`src/rtl/spi_transfer_arbiter.sv`:
```
`default_nettype none
// ============================================================================
// Module   : spi_transfer_arbiter
// Purpose  : Shares one SPI master channel between N_REQ requesters. Picks a
//            winner round-robin, issues its word to the SPI master with a
//            one-cycle write strobe, and returns the received word to that
//            requester only. Only one transfer is outstanding at any time.
// Ports    : clock, reset (async, active-low)
//            req_valid/req_data/req_ready    - requester side (packed words)
//            resp_valid/resp_data/resp_error - response side (one-hot valid)
//            spi_write_data/spi_write_valid  - to SPI master
//            spi_data_valid/spi_data_in      - from SPI master
//            busy, grant_id                  - status
// Options  : `define SPI_ARB_TIMEOUT_EN bounds WAIT to TIMEOUT_CYCLES and
//            reports an expired transfer with resp_error=1, resp_data=0.
// Revision : 1.0 - initial release
// ============================================================================
module spi_transfer_arbiter #(
  parameter int N_REQ          = 4,
  parameter int DATA_WIDTH     = 32,
  parameter int GAP_CYCLES     = 2,
  parameter int TIMEOUT_CYCLES = 4096
) (
  input  logic                        clock,
  input  logic                        reset,
  input  logic [N_REQ-1:0]            req_valid,
  input  logic [N_REQ*DATA_WIDTH-1:0] req_data,
  output logic [N_REQ-1:0]            req_ready,
  output logic [N_REQ-1:0]            resp_valid,
  output logic [DATA_WIDTH-1:0]       resp_data,
  output logic                        resp_error,
  output logic [DATA_WIDTH-1:0]       spi_write_data,
  output logic                        spi_write_valid,
  input  logic                        spi_data_valid,
  input  logic [DATA_WIDTH-1:0]       spi_data_in,
  output logic                        busy,
  output logic [$clog2(N_REQ)-1:0]    grant_id
);

  localparam int c_ID_W  = $clog2(N_REQ);
  localparam int c_GAP_W = (GAP_CYCLES > 1) ? $clog2(GAP_CYCLES) : 1;
  localparam logic [c_GAP_W-1:0] c_GAP_LAST = c_GAP_W'((GAP_CYCLES > 0) ? GAP_CYCLES - 1 : 0);
  localparam logic [c_ID_W-1:0]  c_ID_LAST  = c_ID_W'(N_REQ - 1);

  localparam logic [2:0] c_ST_IDLE    = 3'd0;
  localparam logic [2:0] c_ST_ISSUE   = 3'd1;
  localparam logic [2:0] c_ST_WAIT    = 3'd2;
  localparam logic [2:0] c_ST_RESPOND = 3'd3;
  localparam logic [2:0] c_ST_GAP     = 3'd4;

  if (N_REQ < 2 || N_REQ > 16 || TIMEOUT_CYCLES < 1 || GAP_CYCLES < 0) begin : g_bad_param
    $error("spi_transfer_arbiter: illegal parameter combination");
  end

  logic [2:0]            r_state;
  logic [c_ID_W-1:0]     r_rr_ptr;
  logic [c_ID_W-1:0]     r_gid;
  logic [DATA_WIDTH-1:0] r_word;
  logic [DATA_WIDTH-1:0] r_resp_data;
  logic [c_GAP_W-1:0]    r_gap_cnt;

  logic                  w_any;
  logic [c_ID_W-1:0]     w_pick;
  logic [c_ID_W:0]       w_sum;
  logic [DATA_WIDTH-1:0] w_words [N_REQ];

  for (genvar gi = 0; gi < N_REQ; gi++) begin : g_unpack
    assign w_words[gi] = req_data[gi*DATA_WIDTH +: DATA_WIDTH];
  end

  // Round-robin search. Walking the offsets from the far end back to zero
  // lets the nearest requester to rr_ptr overwrite any farther candidate.
  always_comb begin
    w_any  = 1'b0;
    w_pick = '0;
    w_sum  = '0;
    for (int k = N_REQ - 1; k >= 0; k--) begin
      w_sum = {1'b0, r_rr_ptr} + (c_ID_W+1)'(k);
      if (w_sum >= (c_ID_W+1)'(N_REQ)) begin
        w_sum = w_sum - (c_ID_W+1)'(N_REQ);
      end
      if (req_valid[w_sum[c_ID_W-1:0]]) begin
        w_any  = 1'b1;
        w_pick = w_sum[c_ID_W-1:0];
      end
    end
  end

  // The grant is combinational from req_valid, so it is also qualified by
  // reset to keep req_ready low while reset is held.
  always_comb begin
    req_ready = '0;
    if (reset && (r_state == c_ST_IDLE) && w_any) begin
      req_ready[w_pick] = 1'b1;
    end
  end

  always_comb begin
    resp_valid = '0;
    if (r_state == c_ST_RESPOND) begin
      resp_valid[r_gid] = 1'b1;
    end
  end

`ifdef SPI_ARB_TIMEOUT_EN
  localparam int c_TO_W = $clog2(TIMEOUT_CYCLES + 1);
  localparam logic [c_TO_W-1:0] c_TO_LIMIT = c_TO_W'(TIMEOUT_CYCLES);

  logic [c_TO_W-1:0] r_to_cnt;
  logic              r_resp_err;
  logic              w_timeout;

  // Cleared while issuing so it reads zero on the first WAIT cycle; it then
  // counts one per WAIT cycle and the transfer expires when it hits the limit.
  always_ff @(posedge clock or negedge reset) begin
    if (!reset) begin
      r_to_cnt <= '0;
    end else if (r_state == c_ST_ISSUE) begin
      r_to_cnt <= '0;
    end else if ((r_state == c_ST_WAIT) && (r_to_cnt != c_TO_LIMIT)) begin
      r_to_cnt <= r_to_cnt + 1'b1;
    end
  end

  assign w_timeout  = (r_state == c_ST_WAIT) && (r_to_cnt == c_TO_LIMIT);
  assign resp_error = r_resp_err;
`else
  assign resp_error = 1'b0;
`endif

  always_ff @(posedge clock or negedge reset) begin
    if (!reset) begin
      r_state     <= c_ST_IDLE;
      r_rr_ptr    <= '0;
      r_gid       <= '0;
      r_word      <= '0;
      r_resp_data <= '0;
      r_gap_cnt   <= '0;
`ifdef SPI_ARB_TIMEOUT_EN
      r_resp_err  <= 1'b0;
`endif
    end else begin
      case (r_state)
        c_ST_IDLE: begin
          if (w_any) begin
            r_word  <= w_words[w_pick];
            r_gid   <= w_pick;
            r_state <= c_ST_ISSUE;
          end
        end
        c_ST_ISSUE: begin
          r_state <= c_ST_WAIT;
        end
        c_ST_WAIT: begin
          // A strobe on the expiry cycle is taken as a normal response.
          if (spi_data_valid) begin
            r_resp_data <= spi_data_in;
`ifdef SPI_ARB_TIMEOUT_EN
            r_resp_err  <= 1'b0;
`endif
            r_state     <= c_ST_RESPOND;
          end
`ifdef SPI_ARB_TIMEOUT_EN
          else if (w_timeout) begin
            r_resp_data <= '0;
            r_resp_err  <= 1'b1;
            r_state     <= c_ST_RESPOND;
          end
`endif
        end
        c_ST_RESPOND: begin
          r_rr_ptr  <= (r_gid == c_ID_LAST) ? '0 : r_gid + 1'b1;
          r_gap_cnt <= '0;
          r_state   <= (GAP_CYCLES == 0) ? c_ST_IDLE : c_ST_GAP;
        end
        c_ST_GAP: begin
          if (r_gap_cnt == c_GAP_LAST) begin
            r_state <= c_ST_IDLE;
          end else begin
            r_gap_cnt <= r_gap_cnt + 1'b1;
          end
        end
        default: begin
          r_state <= c_ST_IDLE;
        end
      endcase
    end
  end

  assign busy            = (r_state != c_ST_IDLE);
  assign spi_write_valid = (r_state == c_ST_ISSUE);
  assign spi_write_data  = r_word;
  assign resp_data       = r_resp_data;
  assign grant_id        = r_gid;

endmodule
`default_nettype wire

```
`config.mk`:
```
export PLATFORM = sky130hd
export DESIGN_NAME = spi_transfer_arbiter
export DESIGN_NICKNAME = d
export VERILOG_FILES = /design/src/rtl/spi_transfer_arbiter.sv
export SDC_FILE = /design/constraint.sdc
export NUM_CORES = 1
export LEC_CHECK = 0
export ABC_AREA = 1
export BUFFER_PORTS_ARGS = -buffer_cell sky130_fd_sc_hd__buf_2
export CAP_MARGIN = 30
export CORE_MARGIN = 2
export CORE_UTILIZATION = 46
export DETAILED_ROUTE_END_ITERATION = 8
export PLACE_DENSITY_LB_ADDON = 0.1
export SETUP_SLACK_MARGIN = 0.3
export SYNTH_ARGS = -nofsm -noshare
export SYNTH_HDL_FRONTEND = slang
export SYNTH_SLANG_ARGS = --single-unit
```
`constraint.sdc`:
```
create_clock -name clock -period 2.2 [get_ports clock]
set_input_delay 0.55 -clock clock [delete_from_list [all_inputs] [get_ports clock]]
set_output_delay 0.55 -clock clock [all_outputs]
set_load 0.005 [all_outputs]
```
==> run_results.csv, run 1 <==
group,metric,value,unit
worst_setup_path,timing.critical_path.buf_inv,4,
clock_network,hold_buffers,0,
drt,remaining_drc_errors,0,
global_routing,grt_pass1_vias,4687,
sta,period_share,118,%
sta,hold_violations,0,
layout,drive_gt1_share,42.3,%
power,p_leak,4.01,nW
global_routing,grt_usage,24.9,%
floorplan,dieArea,10700,sq um
sta,timing.final.crit_period,2600,ps
worst_setup_path,worstSetupPathType,"reg2out",
power,powerDensity,1650,nW/um^2
yosys,ys_seq_area_share,39.5,%
yosys,synth_flop_cell,"dfrtp_1",
sta,hold-worst-slack,436,ps
yosys,syn_area,4570,sq um
layout,fin_cells,1046,
run_status,status,"complete, but fails checks",
yosys,yosysTopAreaCellShare,39.5,%
floorplan,num_rows,36,
worst_setup_path,path_max_fanout,5,
yosys,ys_ff_latch,72,
yosys,synth_edf_count,0,
place,gp_congestion,0.867,
place,placed_cell_area,5960,sq um
drt,drt_wl_total,14100,um
power,peakVddDrop,606,uV
floorplan,die_h,104,um
sta,worst_slack,-401,ps
hold_path,hold_path_class,"in2async",
global_routing,overflow,0,
clock_network,cts_made_buffers,9,
drt,drtPass1Iterations,5,
global_routing,antenna_found_initial,0,
worst_setup_path,crit_path_end_kind,"output port",
yosys,synthCells,654,
worst_setup_path,cp_slowest_cell,"dfrtp_2",
floorplan,start_util,47.1,%
sta,fmax,385,MHz
worst_setup_path,cp_top_family,"simple AND/OR/NAND/NOR gates",
layout,diodes,0,
floorplan,core,9680,sq um
worst_setup_path,crit_chain,"buf_12 > o21ai_4 > nor2_4 > nand3b_1 > inv_2 > nor2_4 > inv_4 > nor4_4 > buf_2",
worst_setup_path,cp.required,1650,ps
drt,final_antenna_net_count,0,
worst_setup_path,reg2reg_from,"r_rr_ptr[0]",
layout,finalNetCount,1079,
floorplan,io_pins,244,
clock_network,cts_buffer_depth,2,
sta,setup_violations,15,
drt,avgRoutedWirePerCell,13.5,um
sta,max_slew.worst_pin.slew,878,ps
layout,fin_area,6670,sq um
yosys,yosysUniqueCellTypes,28,
drt,routed_via_density,4.82,
place,dp_cells,1013,
sta,slew_violations,0,
sta,rsz0062_at_grt,"true",
yosys,yosysTopAreaCell,"dfrtp_1",
worst_setup_path,cp-startpoint,"r_rr_ptr[0]",
drt,num_vias,5046,
layout,syn2layout_area_growth,46.1,%
clock_network,clock-sinks,72,
place,port_buffers,242,
run_status,violations,"negative setup slack",
clock_network,cts.clk_slew.worst_paths,70,ps
drt,drtIter0Drc,201,
yosys,synth_most_common_cell,"nand2_1",
sta,skew,5.18,ps
clock_network,clock_tree.root_cell,"clkbuf_8",
yosys,yosysWarningCount,0,
sta,slew_headroom,41.5,%
yosys,syn_area_per_cell,6.98,sq um
sta,finalSetupTns,-1930,ps
run,drv_cap,0,
floorplan,fp.dieW,104,um
clock_network,clkLatencyLatePin,340,ps
worst_setup_path,crit_path_frequent_cell,"nor2_4",
clock_network,htree_num_levels,3,
place,dpl.hpwl,9840,um
yosys,async_flop_share,100,%
yosys,syn_nets,825,
worst_setup_path,crit_arrival,2050,ps
global_routing,grt_pass1_wl,21900,um
yosys,synth.top_cells.by_count,"278 x nand2_1, 103 x nand3_1, 85 x inv_1",
worst_setup_path,start_kind,"register",
worst_setup_path,slowest_delay,450,ps
global_routing,grt_start_max_net_pins,73,
yosys,synth_area_leaders,"dfrtp_1 39%, nand2_1 23%, nand3_1 11%",
clock_network,cts_tree,"yes",
[cell type report]
type	count	area [sq um]
fill	803	3020
inverter	88	364
timing repair buffer	281	1710
sequential	72	1810
clock inverter	6	83.8
clock buffer	10	128
multi-input combinational	456	2410
tap	133	166
[cell families after synthesis]
kind of cell             synth area share, %
AO/OA/AOI/OAI                           1.23
XOR/XNOR                               0.192
adder cells (fa/ha/maj)                 1.10
buffers and inverters                   12.5
flip-flops                              39.5
multiplexers                            7.89
other                                 0.0821
AND/OR/NAND/NOR                         37.5
[stage by stage]
step	power, mW	utilization [%]	setup slack (ps)
final	11.0	68.9	-401
after global routing	12.0	68.9	-531
after CTS	10.2	65.9	-308
after detailed placement	8.42	61.6	-165
after global placement	8.29	61.6	-126
after floorplan	6.72	-	155
[cell usage in the layout, fill, tap and decap left out, types with 7 or more instances in the layout]
master,n
buf_6,8
mux2_2,32
nand2_1,265
nand2_4,7
buf_4,19
buf_2,241
nand3_1,98
dfrtp_1,69
nand2_2,12
inv_1,76
clkbuf_8,9
[registers in the layout, indices dropped and copies added (netlist names)]
name	cells
resp_data	32
spi_write_data	32
r_state	3
grant_id	2
r_rr_ptr	2
r_gap_cnt	1
[report_power, final]
part,internal (mW),switching (mW),total [mW]
Sequential,2.00,0.370,2.37
Clock,0.635,0.477,1.11
Combinational,3.38,4.15,7.53
Total,6.02,5.00,11.0
[worst register-to-register path, stage by stage (launching register included)]
cell and delay, ps:
dfrtp_2 450, buf_12 160, o21ai_4 230, and2_1 200, o21ai_2 80, nand3_2 80, nand2_4 90, buf_6 130
buf_8 130, buf_8 130, bufbuf_16 260, nand3_1 70, nand2_1 60, nand2_1 50, nand2_1 40
[final timing paths]
check | end | slack [ps] | depth (start not counted)
min | resp_data[25] | 440 | 2
max reg2reg | spi_write_data[19] | -60 | 14
max in group asynchronous | r_rr_ptr[1] | 1140 | 2
min in group clock | resp_data[6] | 440 | 2
max | req_ready[2] | -400 | 9
min reg2reg | spi_write_data[17] | 480 | 2
[metal layers]
| layer | routed length, um | GRT usage (%) | up-vias |
|---|---|---|---|
| met5 | 0 | 0 | - |
| met4 | 317 | 9.27 | 0 |
| met3 | 920 | 4.41 | 26 |
| met2 | 7100 | 44.3 | 218 |
| met1 | 5770 | 30.2 | 2281 |
| li1 | - | - | 2521 |
[repair_timing]
item,CTS,global route
buffers inserted,5,7
pin swaps,5,13
setup endpoints to repair,40,43
gates resized for setup,28,48
cloned,2,3
No activity file was read; power rests on OpenSTA's default activity.
==> run 2: changes to the inputs <==
Settings changed: CELL_PAD_IN_SITES_DETAIL_PLACEMENT from default to 2, CELL_PAD_IN_SITES_GLOBAL_PLACEMENT from default to 2, CORE_UTILIZATION 46 to 23.
==> run_results.csv, run 2 (synthesis gave the netlist of run 1 again) <==
group,metric,value,unit
run,drv_cap,0,
layout,finalNetCount,1080,
floorplan,num_rows,51,
power,powerDensity,1660,nW/um^2
layout,syn2layout_area_growth,50.7,%
clock_network,cts_buffer_depth,2,
worst_setup_path,r2r_end,"r_state[0]",
worst_setup_path,cp.required,1650,ps
worst_setup_path,crit_path_end_kind,"output port",
clock_network,clkLatencyLatePin,340,ps
layout,final_cell_mix,"269 x nand2_1, 239 x buf_2, 100 x nand3_1",
place,gp_congestion,0.786,
drt,num_vias,5225,
floorplan,core,19500,sq um
sta,fmax,384,MHz
global_routing,grt_start_max_net_pins,41,
floorplan,dieArea,21000,sq um
clock_network,cts_tree,"yes",
worst_setup_path,worstSetupPathType,"reg2out",
place,placed_cell_area,6170,sq um
worst_setup_path,timing.critical_path.buf_inv,4,
drt,drt_wl_total,19800,um
run_status,violations,"negative setup slack",
sta,hold_violations,0,
layout,fillers,2376,
drt,avgRoutedWirePerCell,16.7,um
sta,worst_slack,-403,ps
layout,drive_gt1_share,41.4,%
layout,fin_area,6880,sq um
floorplan,die_h,145,um
clock_network,cts_made_buffers,9,
sta,rsz0062_at_grt,"true",
layout,final_common_cell,"nand2_1",
drt,drtIter0Drc,113,
worst_setup_path,slowest_delay,420,ps
sta,slew_violations,0,
power,peakVddDrop,591,uV
drt,final_antenna_net_count,0,
place,dpl.hpwl,14600,um
worst_setup_path,cp_top_family,"simple AND/OR/NAND/NOR gates",
drt,routed_via_density,4.41,
sta,period_share,118,%
floorplan,fp.dieW,145,um
worst_setup_path,crit_arrival,2050,ps
worst_setup_path,crit_cells,9,
worst_setup_path,cp-startpoint,"r_rr_ptr[0]",
clock_network,htree_num_levels,3,
worst_setup_path,reg2reg_from,"r_rr_ptr[0]",
global_routing,overflow,0,
power,p_leak,4.01,nW
global_routing,grt_pass1_wl,29600,um
clock_network,cts.clk_slew.worst_paths,70,ps
power,p_total,11.5,mW
worst_setup_path,reg2reg_depth,17,
clock_network,hold_buffers,0,
global_routing,grt_usage,18.4,%
global_routing,antenna_found_initial,9,
drt,remaining_drc_errors,0,
sta,max_slew.worst_pin.slew,533,ps
sta,slew_headroom,64.5,%
run_status,status,"complete, but fails checks",
worst_setup_path,path_max_fanout,9,
worst_setup_path,crit_chain,"buf_12 > nand2_2 > and2_4 > nand3b_1 > inv_2 > nor2_4 > inv_4 > nor4_4 > buf_2",
worst_setup_path,cp_slowest_cell,"dfrtp_1",
sta,timing.final.crit_period,2600,ps
worst_setup_path,rrSetupSlack,-380,ps
floorplan,start_util,23.5,%
clock_network,clock-sinks,72,
sta,setup_violations,5,
place,port_buffers,242,
worst_setup_path,cp-endpoint,"req_ready[3]",
floorplan,io_pins,244,
global_routing,grt_pass1_vias,5595,
hold_path,hold_path_class,"in2async",
worst_setup_path,start_kind,"register",
drt,drtPass1Iterations,4,
clock_network,clock_tree.root_cell,"clkbuf_16",
sta,skew,11.0,ps
## run 2: cell types whose count changed in the layout (fill, tap and decap cells not counted), sizes merged
| cell | previous run | this run |
|---|---|---|
| bufbuf | 1 | 0 |
| buf | 278 | 281 |
| inv | 88 | 89 |
| clkbuf | 12 | 11 |
| diode | 0 | 7 |
| clkinv | 4 | 1 |
| bufinv | 2 | 3 |
| clkinvlp | 0 | 1 |
## run 2: worst min-delay path by stage
stage	cells past startpoint	slack, ps	from	end
after global placement	1	450	r_state[2]	r_state[0]
after detailed placement	2	470	spi_write_data[11]	spi_write_data[11]
after CTS	2	330	reset	r_state[1]
after global routing	2	350	reset	resp_data[31]
after floorplan	0	250	reset	grant_id[0]
final	2	310	reset	resp_data[17]
## run 2: per-layer routing
layer,GRT usage (%),up-vias,share of wire (%)
met5,0,-,0.17
met4,5.98,4,2.0
met3,5.82,29,7.5
met2,32.9,175,50
met1,20.7,2495,40
li1,-,2522,-
## run 2: layout make-up
class                      instances  area, sq um  share of cell area [%]
antenna                            7         17.5                   0.255
clock buffer                      10          229                    3.33
clock inverter                     6          115                    1.67
inverter                          88          353                    5.13
multi-input combinational        456         2370                    34.5
sequential                        72         1800                    26.2
tap                              265          332                    4.82
timing repair buffer             282         1660                    24.1
## run 2: what timing repair did
item / in CTS / in global routing
buffers inserted: 15 / 2
cloned: 0 / 1
pin swaps: 6 / 7
endpoints found under the setup margin: 42 / 44
endpoints found under the hold margin: 0 / 0
resized for setup: 30 / 24
## run 2: worst reg2reg max path: stages, from the launching register on
cell	delay, ps
dfrtp_1	420
buf_12	170
nand2_2	70
o21ai_4	80
nor2_4	130
nand3b_1	140
buf_4	160
buf_4	120
buf_4	120
buf_4	120
buf_4	120
buf_4	120
buf_4	120
buf_4	120
buf_4	120
buf_4	130
o221ai_2	120
nor3_1	60
## run 2: per-stage QoR
stage          hold WS [ps]  utilization, %  cells  worst slack (ps)  setup TNS, ps
3_3_place_gp            447            31.7   1145              -235          -1360
3_5_place_dp            468            31.7   1145              -246          -4650
2_1_floorplan           254               -    654               155              0
6_report                310            35.4   1186              -403          -1820
4_1_cts                 329            34.6   1176              -394          -1700
5_1_grt                 354            35.3   1184              -505          -4840
## run 2: where the power goes
| part | switching [mW] | internal, mW |
|---|---|---|
| sequential | 0.384 | 2.00 |
| clock | 0.616 | 1.12 |
| combinational | 4.34 | 3.00 |
| total | 5.34 | 6.12 |
